File: config.mk
export PLATFORM = sky130hd
export DESIGN_NAME = fetch_sequencer_flat
export DESIGN_NICKNAME = d
export VERILOG_FILES = /design/src/rtl/fetch_pkg.sv /design/src/rtl/fetch_sequencer_if.sv /design/src/rtl/pc_next_sel.sv /design/src/rtl/fetch_sequencer.sv /design/src/flat_wrapper.sv
export SDC_FILE = /design/constraint.sdc
export NUM_CORES = 1
export LEC_CHECK = 0
export CORE_MARGIN = 2
export CORE_UTILIZATION = 44
export DETAILED_ROUTE_END_ITERATION = 12
export PLACE_DENSITY_LB_ADDON = 0.05
export SYNTH_ARGS = -nofsm -noshare
export SYNTH_HDL_FRONTEND = slang
export SYNTH_HIERARCHICAL = 1
export SYNTH_SLANG_ARGS = --single-unit
File: constraint.sdc
create_clock -name clk -period 2.05 [get_ports clk]
set_input_delay 0.41 -clock clk [delete_from_list [all_inputs] [get_ports clk]]
set_output_delay 0.41 -clock clk [all_outputs]
set_load 0.01 [all_outputs]
File: src/rtl/fetch_pkg.sv
// ---------------------------------------------------------------------------
// fetch_pkg
//   Shared definitions for the fetch sequencer:
//     PC_W      program counter / fetch address width
//     INSTR_W   instruction word width
//     TO_W      width of the FETCH timeout counter
//     state_e   sequencer FSM states
// ---------------------------------------------------------------------------
package fetch_pkg;

   localparam int PC_W    = 15;
   localparam int INSTR_W = 32;
   localparam int TO_W    = 8;

   typedef enum logic [2:0] {
      ST_IDLE,
      ST_FETCH,
      ST_WAIT_EXEC,
      ST_HALTED,
      ST_ERROR
   } state_e;

endpackage : fetch_pkg

File: src/rtl/fetch_sequencer_if.sv
// ---------------------------------------------------------------------------
// fetch_sequencer_if
//   Instruction-memory request bus between the sequencer and the memory.
//     imem_req    request, high for the whole FETCH state (sequencer -> mem)
//     imem_addr   fetch address                           (sequencer -> mem)
//     imem_ready  data valid this cycle                   (mem -> sequencer)
//     imem_rdata  instruction word, valid with imem_ready (mem -> sequencer)
//   Modports: master = sequencer side, slave = memory side.
// ---------------------------------------------------------------------------
interface fetch_sequencer_if
   import fetch_pkg::*;
();

   logic               imem_req;
   logic [PC_W-1:0]    imem_addr;
   logic               imem_ready;
   logic [INSTR_W-1:0] imem_rdata;

   modport master (
      output imem_req,
      output imem_addr,
      input  imem_ready,
      input  imem_rdata
   );

   modport slave (
      input  imem_req,
      input  imem_addr,
      output imem_ready,
      output imem_rdata
   );

endinterface : fetch_sequencer_if

File: src/rtl/pc_next_sel.sv
// ---------------------------------------------------------------------------
// pc_next_sel
//   Combinational next-PC select applied when the execute stage finishes.
//   Priority: halt (hold pc) > jump_taken (jump_target) > pc+1.
//   The increment wraps modulo 2^PC_W with no overflow indication.
//     pc_i          current program counter
//     halt_i        current instruction is a halt
//     jump_taken_i  current instruction redirects
//     jump_target_i redirect address
//     pc_next_o     selected next program counter
// ---------------------------------------------------------------------------
module pc_next_sel
   import fetch_pkg::*;
(
   input  logic [PC_W-1:0] pc_i,
   input  logic            halt_i,
   input  logic            jump_taken_i,
   input  logic [PC_W-1:0] jump_target_i,
   output logic [PC_W-1:0] pc_next_o
);

   always_comb begin
      if (halt_i) begin
         pc_next_o = pc_i;
      end else if (jump_taken_i) begin
         pc_next_o = jump_target_i;
      end else begin
         // Carry out of the top bit is dropped, giving 7FFF -> 0000.
         pc_next_o = pc_i + PC_W'(1);
      end
   end

endmodule : pc_next_sel

File: src/rtl/fetch_sequencer.sv
// ---------------------------------------------------------------------------
// fetch_sequencer
//   Sequences instruction fetch and execute handshakes:
//   IDLE -> FETCH -> WAIT_EXEC -> FETCH ... until HALTED or ERROR (timeout).
//   Ports:
//     clk, rst      clock, synchronous active-high reset
//     start         begin execution from pc (IDLE only)
//     imem          instruction-memory bus (master side)
//     ex_done       execute stage finished (WAIT_EXEC only)
//     jump_taken, jump_target, halt   sampled with ex_done
//     instr         last fetched instruction
//     instr_valid   one-cycle pulse when instr updates
//     pc            program counter (also drives imem_addr)
//     busy          high in FETCH or WAIT_EXEC
//     error         high in ERROR
// ---------------------------------------------------------------------------
module fetch_sequencer
   import fetch_pkg::*;
#(
   parameter logic [PC_W-1:0] RESET_PC = 15'd0,
   parameter int unsigned     TIMEOUT  = 16     // legal range 1..255
) (
   input  logic               clk,
   input  logic               rst,
   input  logic               start,
   fetch_sequencer_if.master  imem,
   input  logic               ex_done,
   input  logic               jump_taken,
   input  logic [PC_W-1:0]    jump_target,
   input  logic               halt,
   output logic [INSTR_W-1:0] instr,
   output logic               instr_valid,
   output logic [PC_W-1:0]    pc,
   output logic               busy,
   output logic               error
);

   localparam logic [TO_W-1:0] TIMEOUT_C = TO_W'(TIMEOUT);

   state_e             state_q, state_d;
   logic [PC_W-1:0]    pc_q, pc_d;
   logic [INSTR_W-1:0] instr_q, instr_d;
   logic               instr_valid_q, instr_valid_d;
   logic [TO_W-1:0]    cnt_q, cnt_d;
   logic [PC_W-1:0]    pc_next;

   pc_next_sel u_pc_next_sel (
      .pc_i          (pc_q),
      .halt_i        (halt),
      .jump_taken_i  (jump_taken),
      .jump_target_i (jump_target),
      .pc_next_o     (pc_next)
   );

   always_comb begin
      // NOTE: every always_comb output gets a default first so no path infers a latch.
      state_d       = state_q;
      pc_d          = pc_q;
      instr_d       = instr_q;
      instr_valid_d = 1'b0;
      cnt_d         = cnt_q;

      case (state_q)
         ST_IDLE: begin
            if (start) begin
               state_d = ST_FETCH;
               cnt_d   = '0;
            end
         end
         ST_FETCH: begin
            // A ready in the same cycle the counter would hit TIMEOUT wins.
            if (imem.imem_ready) begin
               instr_d       = imem.imem_rdata;
               instr_valid_d = 1'b1;
               state_d       = ST_WAIT_EXEC;
            end else begin
               cnt_d = cnt_q + TO_W'(1);
               if (cnt_d == TIMEOUT_C) begin
                  state_d = ST_ERROR;
               end
            end
         end
         ST_WAIT_EXEC: begin
            if (ex_done) begin
               pc_d = pc_next;
               if (halt) begin
                  state_d = ST_HALTED;
               end else begin
                  state_d = ST_FETCH;
                  cnt_d   = '0;
               end
            end
         end
         default: begin
            // HALTED and ERROR are left only through rst.
         end
      endcase
   end

   // NOTE: sequential state uses non-blocking assignments so every flop samples pre-edge values.
   always_ff @(posedge clk) begin
      if (rst) begin
         state_q       <= ST_IDLE;
         pc_q          <= RESET_PC;
         instr_q       <= '0;
         instr_valid_q <= 1'b0;
         cnt_q         <= '0;
      end else begin
         state_q       <= state_d;
         pc_q          <= pc_d;
         instr_q       <= instr_d;
         instr_valid_q <= instr_valid_d;
         cnt_q         <= cnt_d;
      end
   end

   assign imem.imem_req  = (state_q == ST_FETCH);
   assign imem.imem_addr = pc_q;
   assign instr          = instr_q;
   assign instr_valid    = instr_valid_q;
   assign pc             = pc_q;
   assign busy           = (state_q == ST_FETCH) || (state_q == ST_WAIT_EXEC);
   assign error          = (state_q == ST_ERROR);

endmodule : fetch_sequencer

File: src/flat_wrapper.sv
// flat-port wrapper written by rule: the top's interface ports become plain ports
module fetch_sequencer_flat import fetch_pkg::*;
#(
   parameter logic [PC_W-1:0] RESET_PC = 15'd0,
   parameter int unsigned     TIMEOUT  = 16                          
)
  (clk, rst, start, ex_done, jump_taken, jump_target, halt, instr, instr_valid, pc, busy, error, imem_imem_req, imem_imem_addr, imem_imem_ready, imem_imem_rdata);
  fetch_sequencer_if imem_i ();
  input  logic clk;
  input  logic rst;
  input  logic start;
  input  logic ex_done;
  input  logic jump_taken;
  input  logic [PC_W-1:0] jump_target;
  input  logic halt;
  output logic [INSTR_W-1:0] instr;
  output logic instr_valid;
  output logic [PC_W-1:0] pc;
  output logic busy;
  output logic error;
  output wire logic [$bits(imem_i.imem_req)-1:0] imem_imem_req;
  output wire logic [$bits(imem_i.imem_addr)-1:0] imem_imem_addr;
  input wire logic [$bits(imem_i.imem_ready)-1:0] imem_imem_ready;
  input wire logic [$bits(imem_i.imem_rdata)-1:0] imem_imem_rdata;
  assign imem_imem_req = imem_i.imem_req;
  assign imem_imem_addr = imem_i.imem_addr;
  assign imem_i.imem_ready = imem_imem_ready;
  assign imem_i.imem_rdata = imem_imem_rdata;
  fetch_sequencer #(.RESET_PC(RESET_PC), .TIMEOUT(TIMEOUT)) u_core (.clk(clk), .rst(rst), .start(start), .imem(imem_i), .ex_done(ex_done), .jump_taken(jump_taken), .jump_target(jump_target), .halt(halt), .instr(instr), .instr_valid(instr_valid), .pc(pc), .busy(busy), .error(error));
endmodule
---- Word-level counts from Yosys, hierarchy flattened ----
Index checks and enable logic that the tools add are counted.
storage, ports and cells
  bits in registers ....................... 59
  output and inout port bits .............. 66
  word-level logic and storage cells ...... 39
operators by class
  bitwise gates (word level) .............. 2
  eq/ne operators ......................... 9
  add/sub/neg operators ................... 2
  muxes and demuxes ....................... 13
  reductions and logical operators ........ 8
operator list
  operator                                                                  number
  8-bit 2-to-1 mux                                                          4
  8-bit one-hot mux with 3 select lines                                     1
  15-bit by 1-bit adder with 15-bit output (second input constant)          1
  15-bit 2-to-1 mux                                                         1
  3-bit 2-to-1 mux                                                          4
  3-bit one-hot mux with 3 select lines                                     1
  8-bit by 1-bit adder with 8-bit output (second input constant)            1
  8-bit by 5-bit equality test with 1-bit output (second input constant)    1
  2-bit inequality test (second input constant)                             4
  5-bit AND reduction                                                       1
  4-bit AND reduction                                                       1
  3-bit by 1-bit equality test with 1-bit output (second input constant)    1
  3-bit by 2-bit equality test with 1-bit output (second input constant)    1
  3-bit equality test (second input constant)                               1
  3-bit zero test                                                           1
  3-bit by 1-bit inequality test with 1-bit output (second input constant)  1
  3-bit AND reduction                                                       1
  3-bit nonzero test                                                        1
  2-bit 2-to-1 mux                                                          1
  1-bit NOT                                                                 2
  2-bit AND reduction                                                       1
  2-bit OR reduction                                                        1
  1-bit logical OR                                                          1
  1-bit 2-to-1 mux                                                          1

---- Longest topological paths before layout ----
Gate-level depths: netlist of run 1.
  depth after elaboration ................. 5
  depth in mapped cells ................... 8
  depth with buffers taken out ............ 7

---- Hierarchy ----
Netlist of run 1, hierarchy kept.
modules (own cells, without submodules)
  module           cells each  sequential area each (µm²)  area each (µm²)  instances
  fetch_sequencer  310         1181.1                      2443.6           1
  pc_next_sel      102         0.0                         604.3            1

---- Worst setup path before layout of run 1 ----
OpenSTA, ideal clock, no wires.
  kind .................................... register to register
  start ................................... register u_core.pc_q[0] (netlist: u_core/imem.imem_addr[0])
  end ..................................... register u_core.pc_q[10] (netlist: u_core/imem.imem_addr[10])
  arrival ................................. 1637 ps
  data required time ...................... 1918 ps
  setup slack ............................. 281 ps
  cell stages (with the launch flop) ...... 8
  cells stage by stage .................... dfxtp_1 -> ha_1 -> nand4_2 -> or4_1 -> a21oi_1 -> a221oi_1 -> nand2_1 -> a21oi_1
between the ends
  longest elaborated chain between the ends .. 2
RTL lines
  what                                      RTL line                RTL
  from (decl)                               fetch_sequencer.sv:41   logic [PC_W-1:0] pc_q, pc_d;
  from (signal assigned)                    fetch_sequencer.sv:110  pc_q <= pc_d;
  15-bit by 1-bit adder with 15-bit output  pc_next_sel.sv:29       pc_next_o = pc_i + PC_W'(1);
  15-bit 2-to-1 mux                         pc_next_sel.sv:25       end else if (jump_taken_i) begin
No other way between the ends.
A chain may end at the register's enable or synchronous reset.

---- Worst setup path in the final report of run 1 ----
  start ................................... register u_core.state_q[2]
  end ..................................... output error
between the ends
  longest elaborated chain between the ends .. 1
RTL lines
  what                    RTL line                RTL
  from (decl)             fetch_sequencer.sv:40   state_e state_q, state_d;
  from (signal assigned)  fetch_sequencer.sv:109  state_q <= state_d;
  3-bit equality test     fetch_sequencer.sv:123  assign error = (state_q == ST_ERROR);
  to (decl)               flat_wrapper.sv:20      output logic error;
No other way between the ends.

==> results of run 1 <==
timing repair:
item / in CTS / in global routing
endpoints found under the setup margin: 1 / 2
resized for setup: 1 / 2
hold buffers: 0 / 0
endpoints found under the hold margin: 0 / 0
area by class of cell:
class	count	area, um^2	area share (%)
clock buffer	11	151	3.40
clock inverter	4	50.0	1.13
inverter	9	33.8	0.760
multi-input combinational	301	1590	35.8
sequential	59	1180	26.6
tap	80	100	2.25
timing repair buffer	135	1330	30.0
synth_stat cells, types with 2 or more instances:
cell,instances,area share (%)
inv_1,7,0.86
a21oi_1,59,9.7
nor4_1,3,0.62
inv_2,2,0.25
and3_1,2,0.41
a31oi_1,2,0.41
or3_1,2,0.41
nor2b_1,6,1.2
nand3_2,2,0.66
buf_4,17,4.2
nand3b_1,5,1.2
buf_2,11,1.8
xor2_1,2,0.57
mux2i_1,7,2.3
nand2_1,109,13
nand4_1,5,1.0
dfxtp_1,59,39
o31a_1,2,0.57
ha_1,2,0.82
nand3_1,6,0.99
a22oi_1,8,2.0
nor2_1,23,2.8
nor3_1,9,1.5
and2_1,3,0.62
o21ai_0,14,2.3
and4_1,3,0.86
a221oi_1,2,0.57
or4_1,2,0.49
xnor2_1,2,0.57
clkbuf_1,15,1.8
state kept, by name, summed over array words and instances, names as in the netlist:
name	flops
u_core/cnt_q	8
u_core/instr_valid	1
u_core/imem.imem_addr	15
u_core/instr	32
u_core/state_q	3
tightest hold or removal path, delay by kind of cell:
kind	cells	cell delay (ps)
AOI/OAI and AO/OA	1	110
buffers and inverters	1	150
muxes	1	50
worst max path at each step:
stage / slack [ps] / startpoint / depth (start not counted) / end
finish: 80 / u_core/state_q[2]$_SDFFE_PP0P_ / 3 / error
global route: 10 / u_core/state_q[2]$_SDFFE_PP0P_ / 3 / error
CTS: 20 / u_core/state_q[1]$_SDFFE_PP0P_ / 4 / imem_imem_req
detailed placement: 50 / halt / 6 / u_core/cnt_q[4]$_SDFFE_PP0P_
global placement: 90 / halt / 6 / u_core/cnt_q[7]$_SDFFE_PP0P_
floorplan: 280 / u_core/imem.imem_addr[0]$_SDFFE_PP0P_ / 7 / u_core/imem.imem_addr[10]$_SDFFE_PP0P_
metrics by stage:
step / setup slack, ps / total power [mW]
floorplan: 281 / 1.65
global placement: 88.6 / 1.99
detailed placement: 48.5 / 2.00
CTS: 24.9 / 3.10
global route: 11.7 / 3.21
finish: 77.5 / 3.06
metal layers:
metal / vias up / routed length (um) / GRT usage [%]
met4: 0 / 119 / 9.51
li1: 1611 / - / -
met1: 1465 / 3670 / 28.0
met5: - / 0 / 0
met3: 10 / 513 / 5.02
met2: 110 / 3990 / 34.1
power groups by stage:
stage,clock network [mW],logic [mW],registers [mW]
5_1_grt,1.16,0.765,1.28
3_5_place_dp,0,0.704,1.30
2_1_floorplan,0,0.343,1.31
4_1_cts,1.12,0.706,1.27
6_report,1.09,0.703,1.27
3_3_place_gp,0,0.694,1.29
cells by family (layout without fill, tap and decap cells):
logic type / Yosys count / after routing / synth area share, %
AO/OA/AOI/OAI: 101 / 101 / 19.6
XOR/XNOR: 4 / 4 / 1.15
adder cells (fa/ha/maj): 2 / 2 / 0.821
buffers and inverters: 52 / 159 / 8.95
flip-flops: 59 / 59 / 38.8
multiplexers: 8 / 8 / 2.67
AND/OR/NAND/NOR: 186 / 186 / 28.1
==> impl_metrics.tcl, run 1 <==
set metrics [dict create \
    cp_top_family "buffers and inverters" \
    cp.arrival_ps 1560 \
    finalHoldViolCount 0 \
    rrSetupSlack_ps 270 \
    ant_nets 0 \
    ios 120 \
    final_nets 571 \
    required_ps 1640 \
    netlist_area_um2 3050 \
    r2r_end "u_core/imem.imem_addr[10]$_SDFFE_PP0P_" \
    hold_class "in -> reg" \
    synth_edf_count 0 \
    drt-total-wl_um 8290 \
    area_growth_pct 45.9 \
    slowest_delay_ps 560 \
    final_cell_mix "117 x clkdlybuf4s50_1, 109 x nand2_1, 59 x a21oi_1" \
    drc_errors 0 \
    place_congestion 0.807 \
    status "finished, final reports clean" \
    pwr-share-clk_pct 35.5 \
    cts_max_path_buffers 2 \
    internal-power_mw 2.20 \
    end_kind "primary output" \
    final_area_um2 4450 \
    critical_path.cell_chain "inv_2 > nor3_1 > clkdlybuf4s50_1" \
    row_count 30 \
    ys_ff_latch 59 \
    nFillCells 578 \
    post_cts_buffers 0 \
    antenna-diode-count 0 \
    crit_buf_inv 2 \
    syn_nets 468 \
    ys.flop_type "dfxtp_1" \
    powerDensity_nw_per_um2 689 \
    final_core_util_pct 65.8 \
    r2r.worst_path.cells 6 \
    port_buffers 119 \
    tightestPinTransition_ps 624 \
    drive_gt1_share_pct 8.67 \
    combPwrFrac_pct 22.9 \
    hold_start "rst" \
    ys_seq_area_share_pct 38.8 \
    grt_overflow 0 \
    netlist_instances 412 \
    synth_area_per_cell_um2 7.40 \
    worstHoldEndpoint "u_core/state_q[1]$_SDFFE_PP0P_" \
    skew_ps 6.30 \
    tritoncts "done" \
    crit_fanout 7 \
    slowest_stage "clkdlybuf4s50_1" \
    grt_start_max_net_pins 39 \
    layout_commonest_cell "clkdlybuf4s50_1" \
    antenna_found_initial 0 \
    slew_headroom_pct 58.3 \
    path_clk_slew_ps 70 \
    leakage_nw 1.60 \
    min_period_over_period_pct 96.2 \
    first_iter_violations 277 \
    rsz0062_at_grt "false" \
    stdcell_count 599 \
    synthDistinctLibCells 51 \
    peakVddDrop_mv 0.524 \
    die_x_um 87.2 \
    dp_hpwl_um 5730 \
    setup_viol 0 \
    drv_cap 0 \
    grt_pass1_wl_um 13000 \
    die_area_um2 7610 \
    dieHeight_um 87.2 \
    clock-root-buffer "clkbuf_8" \
    clk_latency_ps 340 \
    seq_power_share_pct 41.6 \
    track_usage_pct 21.5 \
    tns_ps 0 \
    postPlaceCellArea_um2 4240 \
    fin_crit_ps 1970 \
    critPathKind "reg -> out" \
    grt_pass1_vias 2773 \
    dp.cells 584 \
    numCtsBuffers 9 \
    hold_ws_ps 433 \
    cts_sinks 59 \
    yosysWarningCount 6 \
    slew_viol_final 0 \
    p_switching_mw 0.859 \
    h-tree-depth 3 \
    wl_per_cell_um 13.8 \
    worstReg2RegStart "u_core/imem.imem_addr[4]$_SDFFE_PP0P_" \
    drt_first_pass_iters 6 \
    startpoint_type "register" \
    p_sw_share_pct 28.1 \
    core_area_um2 6760 \
    synth-async-reset-ratio_pct 0 \
    start_util_pct 45.1 \
    min_path_cells 3 \
    vias_per_cell 5.34 \
    dr_total_vias 3196 \
    max_freq_ghz 0.507 \
]
Note: power is estimated with default switching activity, not from simulation.
==> inputs of run 2 (changes only) <==
CORE_UTILIZATION = 45   (was 44)
CTS_CLUSTER_SIZE = 25   (was unset)
DONT_BUFFER_PORTS = 1   (was unset)
==> impl_metrics.tcl, run 2 (same netlist as run 1, synthesis figures left out) <==
set metrics [dict create \
    cp.arrival_ps 1960 \
    row_count 29 \
    layout_commonest_cell "nand2_1" \
    finalPower_mw 2.75 \
    area_growth_pct 7.47 \
    core_area_um2 6460 \
    drv_cap 0 \
    fin_crit_ps 1740 \
    setup_viol 0 \
    wl_met2_um 3650 \
    tritoncts "done" \
    dieHeight_um 86.3 \
    skew_ps 11.3 \
    max_freq_ghz 0.575 \
    critical_path.cell_chain "nand3_2 > or4_1 > a21oi_1 > a221oi_1 > nand2_1 > a21oi_1" \
    grt_start_max_net_pins 61 \
    required_ps 2270 \
    drt_first_pass_iters 4 \
    start_util_pct 47.2 \
    crit_buf_inv 0 \
    cts_sinks 59 \
    final_nets 456 \
    antenna-diode-count 0 \
    slew_viol_final 0 \
    clk_latency_ps 330 \
    crit_fanout 8 \
    ant_nets 0 \
    first_iter_violations 149 \
    final_cell_mix "109 x nand2_1, 59 x a21oi_1, 59 x dfxtp_1" \
    critPathKind "reg -> reg" \
    wl_met3_um 556 \
    vias_per_cell 5.67 \
    slowest_stage "dfxtp_1" \
    h-tree-depth 3 \
    cp_top_family "simple AND/OR/NAND/NOR gates" \
    largest_reg_flops 32 \
    grt_pass1_vias 2491 \
    final_area_um2 3280 \
    die_area_um2 7450 \
    min_period_over_period_pct 84.8 \
    clock-root-buffer "clkbuf_8" \
    port_buffers 0 \
    ios 120 \
    drc_errors 0 \
    hold_buffers 0 \
    postPlaceCellArea_um2 3080 \
    wl_met1_um 3290 \
    dr_total_vias 2733 \
    finalHoldViolCount 0 \
    grt_overflow 0 \
    end_kind "register" \
    status "finished, final reports clean" \
    drive_gt1_share_pct 11.1 \
    post_cts_buffers 0 \
    die_x_um 86.3 \
    cts_max_path_buffers 2 \
    cts-resized-gates 0 \
    antenna_found_initial 0 \
    peakVddDrop_mv 0.458 \
    slowest_delay_ps 570 \
    drt-total-wl_um 7560 \
    slew_headroom_pct 72.5 \
    track_usage_pct 19.8 \
    numCtsBuffers 9 \
    tns_ps 0 \
    rsz0062_at_grt "false" \
    leakage_nw 1.17 \
    grt_pass1_wl_um 11800 \
    place_congestion 0.817 \
    tightestPinTransition_ps 412 \
    dp_hpwl_um 4930 \
    dr.max_layer_used "met4" \
    wl_per_cell_um 15.7 \
    powerDensity_nw_per_um2 839 \
    critical_path.most_common_cell "a21oi_1" \
    startpoint_type "register" \
    hold_class "in -> reg" \
    path_clk_slew_ps 70 \
]
-- run 2: changes by cell type in the layout (fill, tap and decap cells not counted), sizes merged --
cell	delta
clkdlybuf4s50	-117
buf	+3
clkbuf	+1
dlymetal6s2s	-1
-- run 2: routing by layer --
metal | vias up | track usage (%)
met1 | 1268 | 25.0
met4 | 0 | 6.39
met2 | 88 | 32.1
met3 | 5 | 6.19
li1 | 1372 | -
met5 | - | 0
-- run 2: layout make-up --
class | count | area (um^2)
Fill cell | 661 | 3180
Sequential cell | 59 | 1180
Timing Repair Buffer | 20 | 175
Tap cell | 77 | 96.3
Clock buffer | 12 | 145
Inverter | 9 | 33.8
Clock inverter | 4 | 50.0
Multi-Input combinational cell | 301 | 1590
-- run 2: per-stage QoR --
| step | setup WS [ps] | hold WS [ps] | util (%) | cells |
|---|---|---|---|---|
| floorplan | 281 | 467 | - | 412 |
| global placement | 375 | 481 | 47.7 | 466 |
| detailed placement | 352 | 484 | 47.7 | 466 |
| CTS | 330 | 121 | 50.7 | 482 |
| global route | 191 | 119 | 50.7 | 482 |
| finish | 312 | 145 | 50.7 | 482 |
-- run 2: report_power, final --
part / internal, mW / switching (mW) / leakage [nW] / total (mW)
clock: 0.593 / 0.456 / 0.0926 / 1.05
combinational: 0.168 / 0.223 / 0.598 / 0.391
sequential: 1.22 / 0.0907 / 0.478 / 1.31
total: 1.98 / 0.770 / 1.17 / 2.75
-- run 2: path summary, 6_finish.rpt --
kind / endpoint / slack [ps] / cells past startpoint / from
max: u_core/imem.imem_addr[10]$_SDFFE_PP0P_ / 310 / 6 / u_core/imem.imem_addr[6]$_SDFFE_PP0P_
min: u_core/imem.imem_addr[0]$_SDFFE_PP0P_ / 150 / 1 / rst
max reg2reg: u_core/imem.imem_addr[10]$_SDFFE_PP0P_ / 310 / 6 / u_core/imem.imem_addr[6]$_SDFFE_PP0P_
min reg2reg: u_core/instr[28]$_SDFFE_PP0P_ / 490 / 2 / u_core/instr[28]$_SDFFE_PP0P_
